**src/rtl/load_store_unit_pkg.sv**
```systemverilog
// Shared types and helpers for the load/store unit: access encodings, FSM states
// and the alignment rules used both at request acceptance and in the datapath.
package load_store_unit_pkg;

  localparam int XLEN   = 32;
  localparam int BE_LEN = 4;

  typedef enum logic [3:0] {
    LS_N_A = 4'd0,
    L_B    = 4'd1,
    L_BU   = 4'd2,
    L_H    = 4'd3,
    L_HU   = 4'd4,
    L_W    = 4'd5,
    S_B    = 4'd6,
    S_H    = 4'd7,
    S_W    = 4'd8
  } load_store_type_e;

  typedef enum logic [2:0] {
    LSU_IDLE,
    LSU_REQ,
    LSU_WAIT,
    LSU_DONE,
    LSU_ERR
  } lsu_state_e;

  function automatic logic ls_is_store(load_store_type_e t);
    return (t == S_B) || (t == S_H) || (t == S_W);
  endfunction

  function automatic logic ls_misaligned(load_store_type_e t, logic [1:0] addr_lo);
    logic mis;
    case (t)
      L_W, S_W:       mis = (addr_lo != 2'b00);
      L_H, L_HU, S_H: mis = addr_lo[0];
      default:        mis = 1'b0;
    endcase
    return mis;
  endfunction

endpackage

```
**src/rtl/lsu_align.sv**
```systemverilog
// Combinational lane steering: byte enables, store-data replication and
// load-data extraction with sign/zero extension.
module lsu_align
  import load_store_unit_pkg::*;
(
  input  load_store_type_e    ls_type_i,
  input  logic [1:0]          addr_lo_i,
  input  logic [XLEN-1:0]     wdata_i,
  input  logic [XLEN-1:0]     mem_rdata_i,
  output logic [BE_LEN-1:0]   be_o,
  output logic [XLEN-1:0]     wdata_o,
  output logic [XLEN-1:0]     rdata_o
);

  logic [15:0]        sh;
  logic signed [7:0]  byte_s;
  logic signed [15:0] half_s;

  always_comb begin
    sh     = 16'(mem_rdata_i >> {addr_lo_i, 3'b000});
    byte_s = signed'(sh[7:0]);
    half_s = signed'(sh[15:0]);

    case (ls_type_i)
      L_W, S_W:       be_o = 4'b1111;
      L_H, L_HU, S_H: be_o = 4'b0011 << {addr_lo_i[1], 1'b0};
      L_B, L_BU, S_B: be_o = 4'b0001 << addr_lo_i;
      default:        be_o = 4'b0000;
    endcase

    case (ls_type_i)
      S_H:     wdata_o = {2{wdata_i[15:0]}};
      S_B:     wdata_o = {4{wdata_i[7:0]}};
      default: wdata_o = wdata_i;
    endcase

    case (ls_type_i)
      L_B:     rdata_o = XLEN'(byte_s);
      L_BU:    rdata_o = XLEN'(sh[7:0]);
      L_H:     rdata_o = XLEN'(half_s);
      L_HU:    rdata_o = XLEN'(sh[15:0]);
      default: rdata_o = mem_rdata_i;
    endcase
  end

endmodule

```
**src/rtl/load_store_unit.sv**
```systemverilog
// Data-memory access stage: accepts one load/store from the core, runs a req/gnt
// then rvalid bus transaction, and returns formatted load data with stall and error flags.
module load_store_unit
  import load_store_unit_pkg::*;
#(
  parameter int TIMEOUT_CYCLES = 256
) (
  input  logic              clk,
  input  logic              rst_n,
  input  logic              req_valid_i,
  input  logic [3:0]        ls_type_i,
  input  logic [XLEN-1:0]   addr_i,
  input  logic [XLEN-1:0]   wdata_i,
  output logic              busy_o,
  output logic              done_o,
  output logic [XLEN-1:0]   rdata_o,
  output logic              misalign_o,
  output logic              bus_err_o,
  output logic              mem_req_o,
  output logic              mem_we_o,
  output logic [XLEN-1:0]   mem_addr_o,
  output logic [BE_LEN-1:0] mem_be_o,
  output logic [XLEN-1:0]   mem_wdata_o,
  input  logic              mem_gnt_i,
  input  logic              mem_rvalid_i,
  input  logic [XLEN-1:0]   mem_rdata_i
);

  localparam int CNT_W = $clog2(TIMEOUT_CYCLES) + 1;
  typedef logic [CNT_W-1:0] cnt_t;
  localparam cnt_t CNT_LAST = cnt_t'(TIMEOUT_CYCLES - 1);

  load_store_type_e ls_type;
  lsu_state_e       state_q, state_d;
  cnt_t             cnt_q, cnt_d;
  logic             err_bus_q, err_bus_d;
  load_store_type_e type_q, type_d;
  logic [XLEN-1:0]  addr_q, addr_d;
  logic [XLEN-1:0]  wdata_q, wdata_d;
  logic [XLEN-1:0]  rdata_q, rdata_d;

  logic [BE_LEN-1:0] be_fmt;
  logic [XLEN-1:0]   wdata_fmt;
  logic [XLEN-1:0]   rdata_fmt;

  assign ls_type = load_store_type_e'(ls_type_i);

  lsu_align u_align (
    .ls_type_i   (type_q),
    .addr_lo_i   (addr_q[1:0]),
    .wdata_i     (wdata_q),
    .mem_rdata_i (mem_rdata_i),
    .be_o        (be_fmt),
    .wdata_o     (wdata_fmt),
    .rdata_o     (rdata_fmt)
  );

  always_ff @(posedge clk) begin
    if (!rst_n) begin
      state_q   <= LSU_IDLE;
      cnt_q     <= '0;
      err_bus_q <= 1'b0;
      rdata_q   <= '0;
    end else begin
      state_q   <= state_d;
      cnt_q     <= cnt_d;
      err_bus_q <= err_bus_d;
      rdata_q   <= rdata_d;
    end
  end

  // Request operands only matter while REQ/WAIT, so they carry no reset.
  always_ff @(posedge clk) begin
    type_q  <= type_d;
    addr_q  <= addr_d;
    wdata_q <= wdata_d;
  end

  always_comb begin
    state_d   = state_q;
    cnt_d     = cnt_q;
    err_bus_d = err_bus_q;
    type_d    = type_q;
    addr_d    = addr_q;
    wdata_d   = wdata_q;
    rdata_d   = rdata_q;
    case (state_q)
      LSU_IDLE: begin
        if (req_valid_i && (ls_type != LS_N_A)) begin
          if (ls_misaligned(ls_type, addr_i[1:0])) begin
            state_d   = LSU_ERR;
            err_bus_d = 1'b0;
          end else begin
            state_d = LSU_REQ;
            cnt_d   = '0;
            type_d  = ls_type;
            addr_d  = addr_i;
            wdata_d = wdata_i;
          end
        end
      end
      LSU_REQ: begin
        cnt_d = cnt_q + cnt_t'(1);
        if (mem_gnt_i) begin
          state_d = LSU_WAIT;
        end else if (cnt_q >= CNT_LAST) begin
          state_d   = LSU_ERR;
          err_bus_d = 1'b1;
        end
      end
      LSU_WAIT: begin
        cnt_d = cnt_q + cnt_t'(1);
        if (mem_rvalid_i) begin
          state_d = LSU_DONE;
          if (!ls_is_store(type_q)) rdata_d = rdata_fmt;
        end else if (cnt_q >= CNT_LAST) begin
          state_d   = LSU_ERR;
          err_bus_d = 1'b1;
        end
      end
      LSU_DONE: state_d = LSU_IDLE;
      LSU_ERR:  state_d = LSU_IDLE;
      default:  state_d = LSU_IDLE;
    endcase
  end

  // Bus fields are driven only while requesting so they read as zero otherwise.
  always_comb begin
    busy_o      = (state_q != LSU_IDLE);
    done_o      = (state_q == LSU_DONE) || (state_q == LSU_ERR);
    misalign_o  = (state_q == LSU_ERR) && !err_bus_q;
    bus_err_o   = (state_q == LSU_ERR) && err_bus_q;
    mem_req_o   = 1'b0;
    mem_we_o    = 1'b0;
    mem_addr_o  = '0;
    mem_be_o    = '0;
    mem_wdata_o = '0;
    if (state_q == LSU_REQ) begin
      mem_req_o   = 1'b1;
      mem_we_o    = ls_is_store(type_q);
      mem_addr_o  = {addr_q[XLEN-1:2], 2'b00};
      mem_be_o    = be_fmt;
      mem_wdata_o = wdata_fmt;
    end
  end

  assign rdata_o = rdata_q;

endmodule

```
**config.mk**
```make
export PLATFORM = sky130hd
export DESIGN_NAME = load_store_unit
export DESIGN_NICKNAME = d
export VERILOG_FILES = /design/src/rtl/load_store_unit_pkg.sv /design/src/rtl/lsu_align.sv /design/src/rtl/load_store_unit.sv
export SDC_FILE = /design/constraint.sdc
export NUM_CORES = 1
export LEC_CHECK = 0
export ABC_AREA = 1
export BUFFER_PORTS_ARGS = -buffer_cell sky130_fd_sc_hd__buf_2
export CAP_MARGIN = 10
export CORE_MARGIN = 2
export CORE_UTILIZATION = 40
export CTS_BUF_LIST = sky130_fd_sc_hd__clkbuf_2
export CTS_CLUSTER_SIZE = 10
export DETAILED_ROUTE_END_ITERATION = 8
export GPL_TIMING_DRIVEN = 1
export HOLD_SLACK_MARGIN = 0.12
export PLACE_DENSITY = 0.77
export SYNTH_ARGS = -nofsm -noshare
export SYNTH_HDL_FRONTEND = slang
export SYNTH_HIERARCHICAL = 1
export SYNTH_SLANG_ARGS = --single-unit
```
**constraint.sdc**
```tcl
create_clock -name clk -period 11.89 [get_ports clk]
set_input_delay 0.5945 -clock clk [delete_from_list [all_inputs] [get_ports clk]]
set_output_delay 0.5945 -clock clk [all_outputs]
set_load 0.05 [all_outputs]
```
==> impl_metrics.ini, run 1 <==
[status]
status = finished clean

[yosys]
synthDistinctLibCells = 36
synth_edf_count = 68
synthArstFlopShare_pct = 0
synthCells = 783
yosysTopAreaCellShare_pct = 34.3
synth_seq_cells = 113
yosys.area.top_type = edfxtp_1
yosysSeqAreaShare_pct = 49.5
yosys_warnings = 6
syn-cell-area_um2 = 5950
synth_ff_type = edfxtp_1
avgSynthCellArea_um2 = 7.60
synthTopCellsByArea = edfxtp_1 34%, dfxtp_1 15%, nand2_1 11%

[pwr]
pwr_density_cell_nw_per_um2 = 146
pwr-share-clk_pct = 19.2
irDropWorstVdd_v = 0.0000907
switching_share_pct = 44.7
switchingPower_uw = 511
seq_power_share_pct = 42.9
comb_power_share_pct = 37.9
p_int_uw = 633
p_leak_uw = 0.00406

[sta]
setup_viol = 0
hold_viol = 0
finalMaxSlewViolations = 0
finalSetupTns_ns = 0
rsz0062_at_grt = false
slew_headroom_pct = 41.5
fin_skew_ns = 0.0145
min_period_over_period_pct = 28.1
timing.fmax_mhz = 299
post-route-min-period_ns = 3.35
worstMarginPinSlew_ns = 0.878

[final_layout]
fin_util_pct = 54.0
drive_gt1_share_pct = 25.9
layout.nets = 1147
syn2layout_area_growth_pct = 31.9

[worst_setup_path]
crit_required_ns = 11.30
cp-start-kind = flip-flop
crit_fanout = 28
worstSetupPathType = reg -> out
endpoint_kind = primary output
arrival_ns = 2.75

[grt]
grt_usage_pct = 21.8
grt_max_degree = 72
grt-ovfl-total = 0
grt_pass1_wl_um = 27900
grt_pass1_vias = 5813
antenna_found_initial = 1

[hold_path]
hold_path.class = in -> reg

[clock_network]
cts_inserted_buffers = 17
clock_latency_ns = 0.66
cts_buffer_depth = 2
cts_root_buf = clkbuf_2
cts_tree = done
clkTransAtPathRegs_ns = 0.18
htree_levels = 4
clock_sinks = 113

[floorplan]
initial_core_util_pct = 40.9
fp.dieW_um = 126
die-area_um2 = 15900
rows = 44
core_area_um2 = 14500
dieHeight_um = 126
ios = 211

[route]
wl_per_cell_um = 13.7
drtIter0Drc = 472
drc_errors = 0
highest_layer = met4
viasPerCell = 4.83
wl_met3_um = 1170
antenna_left = 0
wl_met2_um = 8070
totalWireLength_um = 16900
drt-met1-wl_um = 7040
num_vias = 5978
first_pass_iters = 5

[run]
max_cap_viol_count = 0

[placed_design]
globalplace.congestion = 0.936
post-dp-hpwl_um = 11600
port_buffers = 208
==> layout by cell type, fill, tap and decap left out, types with 2 or more instances in the layout <==
cell type | Yosys | layout
a21oi_1 | 11 | 11
buf_2 | 10 | 208
buf_4 | 17 | 2
clkbuf_2 | 0 | 17
clkinv_1 | 1 | 2
clkinv_2 | 0 | 3
clkinv_4 | 0 | 3
clkinvlp_4 | 0 | 3
conb_1 | 1 | 2
dfxtp_1 | 45 | 45
dlygate4sd3_1 | 0 | 68
edfxtp_1 | 68 | 68
ha_1 | 2 | 2
inv_1 | 92 | 92
inv_2 | 8 | 8
inv_6 | 0 | 5
nand2_1 | 179 | 179
nand2_2 | 8 | 8
nand2_4 | 3 | 3
nand3_1 | 107 | 107
nand3_2 | 3 | 3
nand4_1 | 4 | 4
nor2_1 | 150 | 149
nor2_2 | 4 | 4
nor2_4 | 1 | 2
nor3_1 | 2 | 2
o21ai_0 | 6 | 6
o21ai_1 | 32 | 32
or2_0 | 2 | 2
xor2_1 | 3 | 3
==> power by group through the flow <==
| stage | clock network (uW) | logic [uW] | registers [uW] |
|---|---|---|---|
| floorplan | 0 | 301 | 518 |
| global placement | 0 | 411 | 497 |
| detailed placement | 0 | 413 | 499 |
| CTS | 230 | 432 | 490 |
| global route | 243 | 469 | 497 |
| finish | 220 | 433 | 491 |
==> final cells by class <==
class | instances | area, um^2
well taps | 184 | 230
clock buffers | 17 | 85.1
fillers | 1345 | 6690
clock inverters | 15 | 111
inverters | 102 | 385
multi-input cells | 528 | 2350
diodes | 1 | 2.50
repair buffers | 278 | 1740
flip-flops and latches | 113 | 2940
==> sequential cells by signal (all words and copies together) (netlist names) <==
register and cells:
type_q 4, wdata_q 32, rdata_o 32, cnt_q 9
state_q 3, addr_q 32, err_bus_q 1
==> stage by stage <==
| stage | hold WS (ns) | instances | area (um^2) | power, uW | setup WS, ns |
|---|---|---|---|---|---|
| after CTS | 0.155 | 1237 | 7840 | 1150 | 8.44 |
| after global placement | 0.457 | 1137 | 6960 | 908 | 9.32 |
| final | 0.251 | 1238 | 7840 | 1140 | 8.54 |
| after floorplan | 0.454 | 784 | 5950 | 819 | 7.58 |
| after global routing | 0.202 | 1238 | 7840 | 1210 | 8.21 |
| after detailed placement | 0.468 | 1137 | 6960 | 912 | 9.26 |
==> worst paths after layout <==
path	start	to	slack (ns)	depth (start not counted)
max	type_q[3]	mem_be_o[1]	8.54	8
max reg2reg	type_q[1]	rdata_o[4]	9.75	5
min	mem_gnt_i	state_q[0]	0.25	4
min reg2reg	rdata_o[14]	rdata_o[14]	0.50	2
==> layer usage <==
| layer | vias up | track usage, % |
|---|---|---|
| met5 | - | 0 |
| met4 | 0 | 11.7 |
| met3 | 47 | 5.35 |
| met2 | 265 | 35.6 |
| met1 | 2672 | 26.5 |
| li1 | 2994 | - |
==> timing repair <==
item | CTS | global route
hold buffers | 68 | 0
endpoints found under the hold margin | 68 | 0
resized for setup | 0 | 0
buffers inserted | 0 | 0
==> Yosys cell counts, types with 2 or more instances <==
master and instances:
nand4_1 4, nand2_1 179, nor3_1 2, o21ai_0 6, nand2_4 3, nor2_1 150
dfxtp_1 45, xor2_1 3, o21ai_1 32, clkbuf_1 7, nor2_2 4, edfxtp_1 68
buf_6 7, a21oi_1 11, ha_1 2, inv_2 8, buf_2 10, nand3_1 107
nand2_2 8, or2_0 2, buf_4 17, inv_1 92, nand3_2 3
==> critical path, cell delays in order, from the launching register on <==
cell and delay (ns):
edfxtp_1 0.52, nor2_4 0.33, nand2_2 0.38, nand3_1 0.21
nand2_1 0.09, nand3_1 0.07, inv_1 0.04, nor2_1 0.16
buf_2 0.30
==> cell families after synthesis <==
kind of cell	Yosys count	synth area share, %
buffers and inverters	143	11.2
AND/OR/NAND/NOR	466	33.5
flip-flops	113	49.5
XOR/XNOR	4	0.589
AO/OA/AOI/OAI	54	4.73
adder cells (fa/ha/maj)	2	0.421
other	1	0.0631
Note: power is estimated with default switching activity, not from simulation.
==> run 2: changes to the inputs <==
Settings changed: PLACE_DENSITY 0.77 to 0.8.
Clock period 11.89 ns to 3 ns, I/O delays scaled along.
==> impl_metrics.ini, run 2 (synthesis results as in run 1) <==
[pwr]
p_int_uw = 2910
pwr-share-clk_pct = 22.2
irDropWorstVdd_v = 0.000416
p_leak_uw = 0.00477
seq_power_share_pct = 38.0
switching_share_pct = 43.3
pwr_density_cell_nw_per_um2 = 542
comb_power_share_pct = 39.8
switchingPower_uw = 2210

[worst_setup_path]
crit_required_ns = 2.85
endpoint_kind = primary output
worstSetupPathType = reg -> out
arrival_ns = 2.77
r2r-start = addr_q[1]
cp-start-kind = flip-flop
crit_path_start = type_q[2]
r2r_end = rdata_o[29]
crit_end = mem_wdata_o[29]
worst_r2r_path_depth = 10
r2r_slack_ns = 0.16
crit_fanout = 10

[clock_network]
cts_buffer_depth = 2
clock_latency_ns = 0.72
cts_tree = done
cts_root_buf = clkbuf_2
htree_levels = 4
clkTransAtPathRegs_ns = 0.21
cts_inserted_buffers = 17
clock_sinks = 113

[grt]
grt-ovfl-total = 0
grt_pass1_vias = 6961
grt_max_degree = 45
grt_pass1_wl_um = 33100
antenna_found_initial = 1
grt_usage_pct = 26.2

[route]
viasPerCell = 4.97
antenna_left = 0
drtIter0Drc = 736
totalWireLength_um = 21300
drc_errors = 2
wl_per_cell_um = 15.3
first_pass_iters = 8
num_vias = 6908

[floorplan]
initial_core_util_pct = 40.9
fp.dieW_um = 126
dieHeight_um = 126
rows = 44
ios = 211
die-area_um2 = 15900
core_area_um2 = 14500

[sta]
post-route-min-period_ns = 2.92
rsz0062_at_grt = false
timing.fmax_mhz = 342
worstMarginPinSlew_ns = 0.607
finalSetupTns_ns = 0
fin_skew_ns = 0.0271
hold_viol = 0
finalMaxSlewViolations = 0
holdWs_ns = 0.182
slew_headroom_pct = 59.5
setup_viol = 0
min_period_over_period_pct = 97.4

[status]
violations = DRC
status = complete, but fails checks

[run]
max_cap_viol_count = 0

[hold_path]
hold_path.class = in -> reg

[final_layout]
final_common_cell = buf_2
multiInputGateArea_um2 = 2370
seq_area_um2 = 2940
layout.nets = 1299
syn2layout_area_growth_pct = 58.8
drive_gt1_share_pct = 24.0
final_cell_mix = 208 x buf_2, 207 x dlygate4sd3_1, 178 x nand2_1, 148 x nor2_1, 107 x nand3_1
fill_cells = 1115

[placed_design]
globalplace.congestion = 0.891
port_buffers = 208
post-dp-hpwl_um = 11700
## run 2: how the worst min path moves through the flow
stage	start	endpoint	slack, ns	cells past startpoint
after detailed placement	addr_i[19]	addr_q[19]	0.33	1
after floorplan	addr_i[0]	addr_q[0]	0.25	0
after global routing	wdata_i[4]	wdata_q[4]	0.13	2
after global placement	addr_i[14]	addr_q[14]	0.33	1
final	wdata_i[11]	wdata_q[11]	0.18	2
after CTS	wdata_i[11]	wdata_q[11]	0.12	2
## run 2: per-stage QoR
step / area, um^2 / instances / setup WS [ns] / total power (uW) / utilization, %
finish: 9440 / 1390 / 0.0791 / 5120 / 65.0
global route: 9440 / 1390 / 0.0149 / 5340 / 65.0
CTS: 9320 / 1378 / 0.0609 / 4990 / 64.1
detailed placement: 6990 / 1139 / 0.887 / 3630 / 48.1
global placement: 6990 / 1139 / 0.960 / 3600 / 48.1
floorplan: 5950 / 784 / 0.00752 / 3240 / -
## run 2: cell type report
cell class                      count  share of cell area (%)
Timing Repair Buffer              430                    34.4
Multi-Input combinational cell    528                    25.1
Sequential cell                   113                    31.2
Tap cell                          184                    2.44
Antenna cell                        1                  0.0265
Inverter                          102                    4.08
Clock buffer                       17                   0.901
Clock inverter                     15                    1.83
## run 2: worst max-delay path, stage by stage, from the launching register on
cell      delay [ns]
edfxtp_1        0.47
inv_1           0.09
nor2_4          0.19
buf_12          0.15
nand2_4         0.10
inv_1           0.21
nand2_1         0.16
nand3_1         0.14
inv_1           0.08
nor2_1          0.17
buf_2           0.29
## run 2: what timing repair did
| action | in CTS | in global routing |
|---|---|---|
| hold buffers | 207 | 0 |
| gates resized for setup | 0 | 6 |
| buffers inserted | 0 | 11 |
| endpoints found under the hold margin | 113 | 0 |
| endpoints found under the setup margin | 0 | 28 |
## run 2: power by group through the flow
stage                     registers (uW)  clock network, uW  logic (uW)
after detailed placement            1980                  0        1650
after global placement              1970                  0        1640
after floorplan                     2040                  0        1190
after CTS                           1940               1140        1920
final                               1950               1130        2040
after global routing                1960               1220        2170
## run 2: layer usage
metal  track usage (%)  part of all wire, %  vias up
met5                 0                    0        -
li1                  -                    -     3310
met3              7.18                  7.5       94
met4              13.8                  5.0        0
met2              47.0                   51      371
met1              27.9                   37     3133
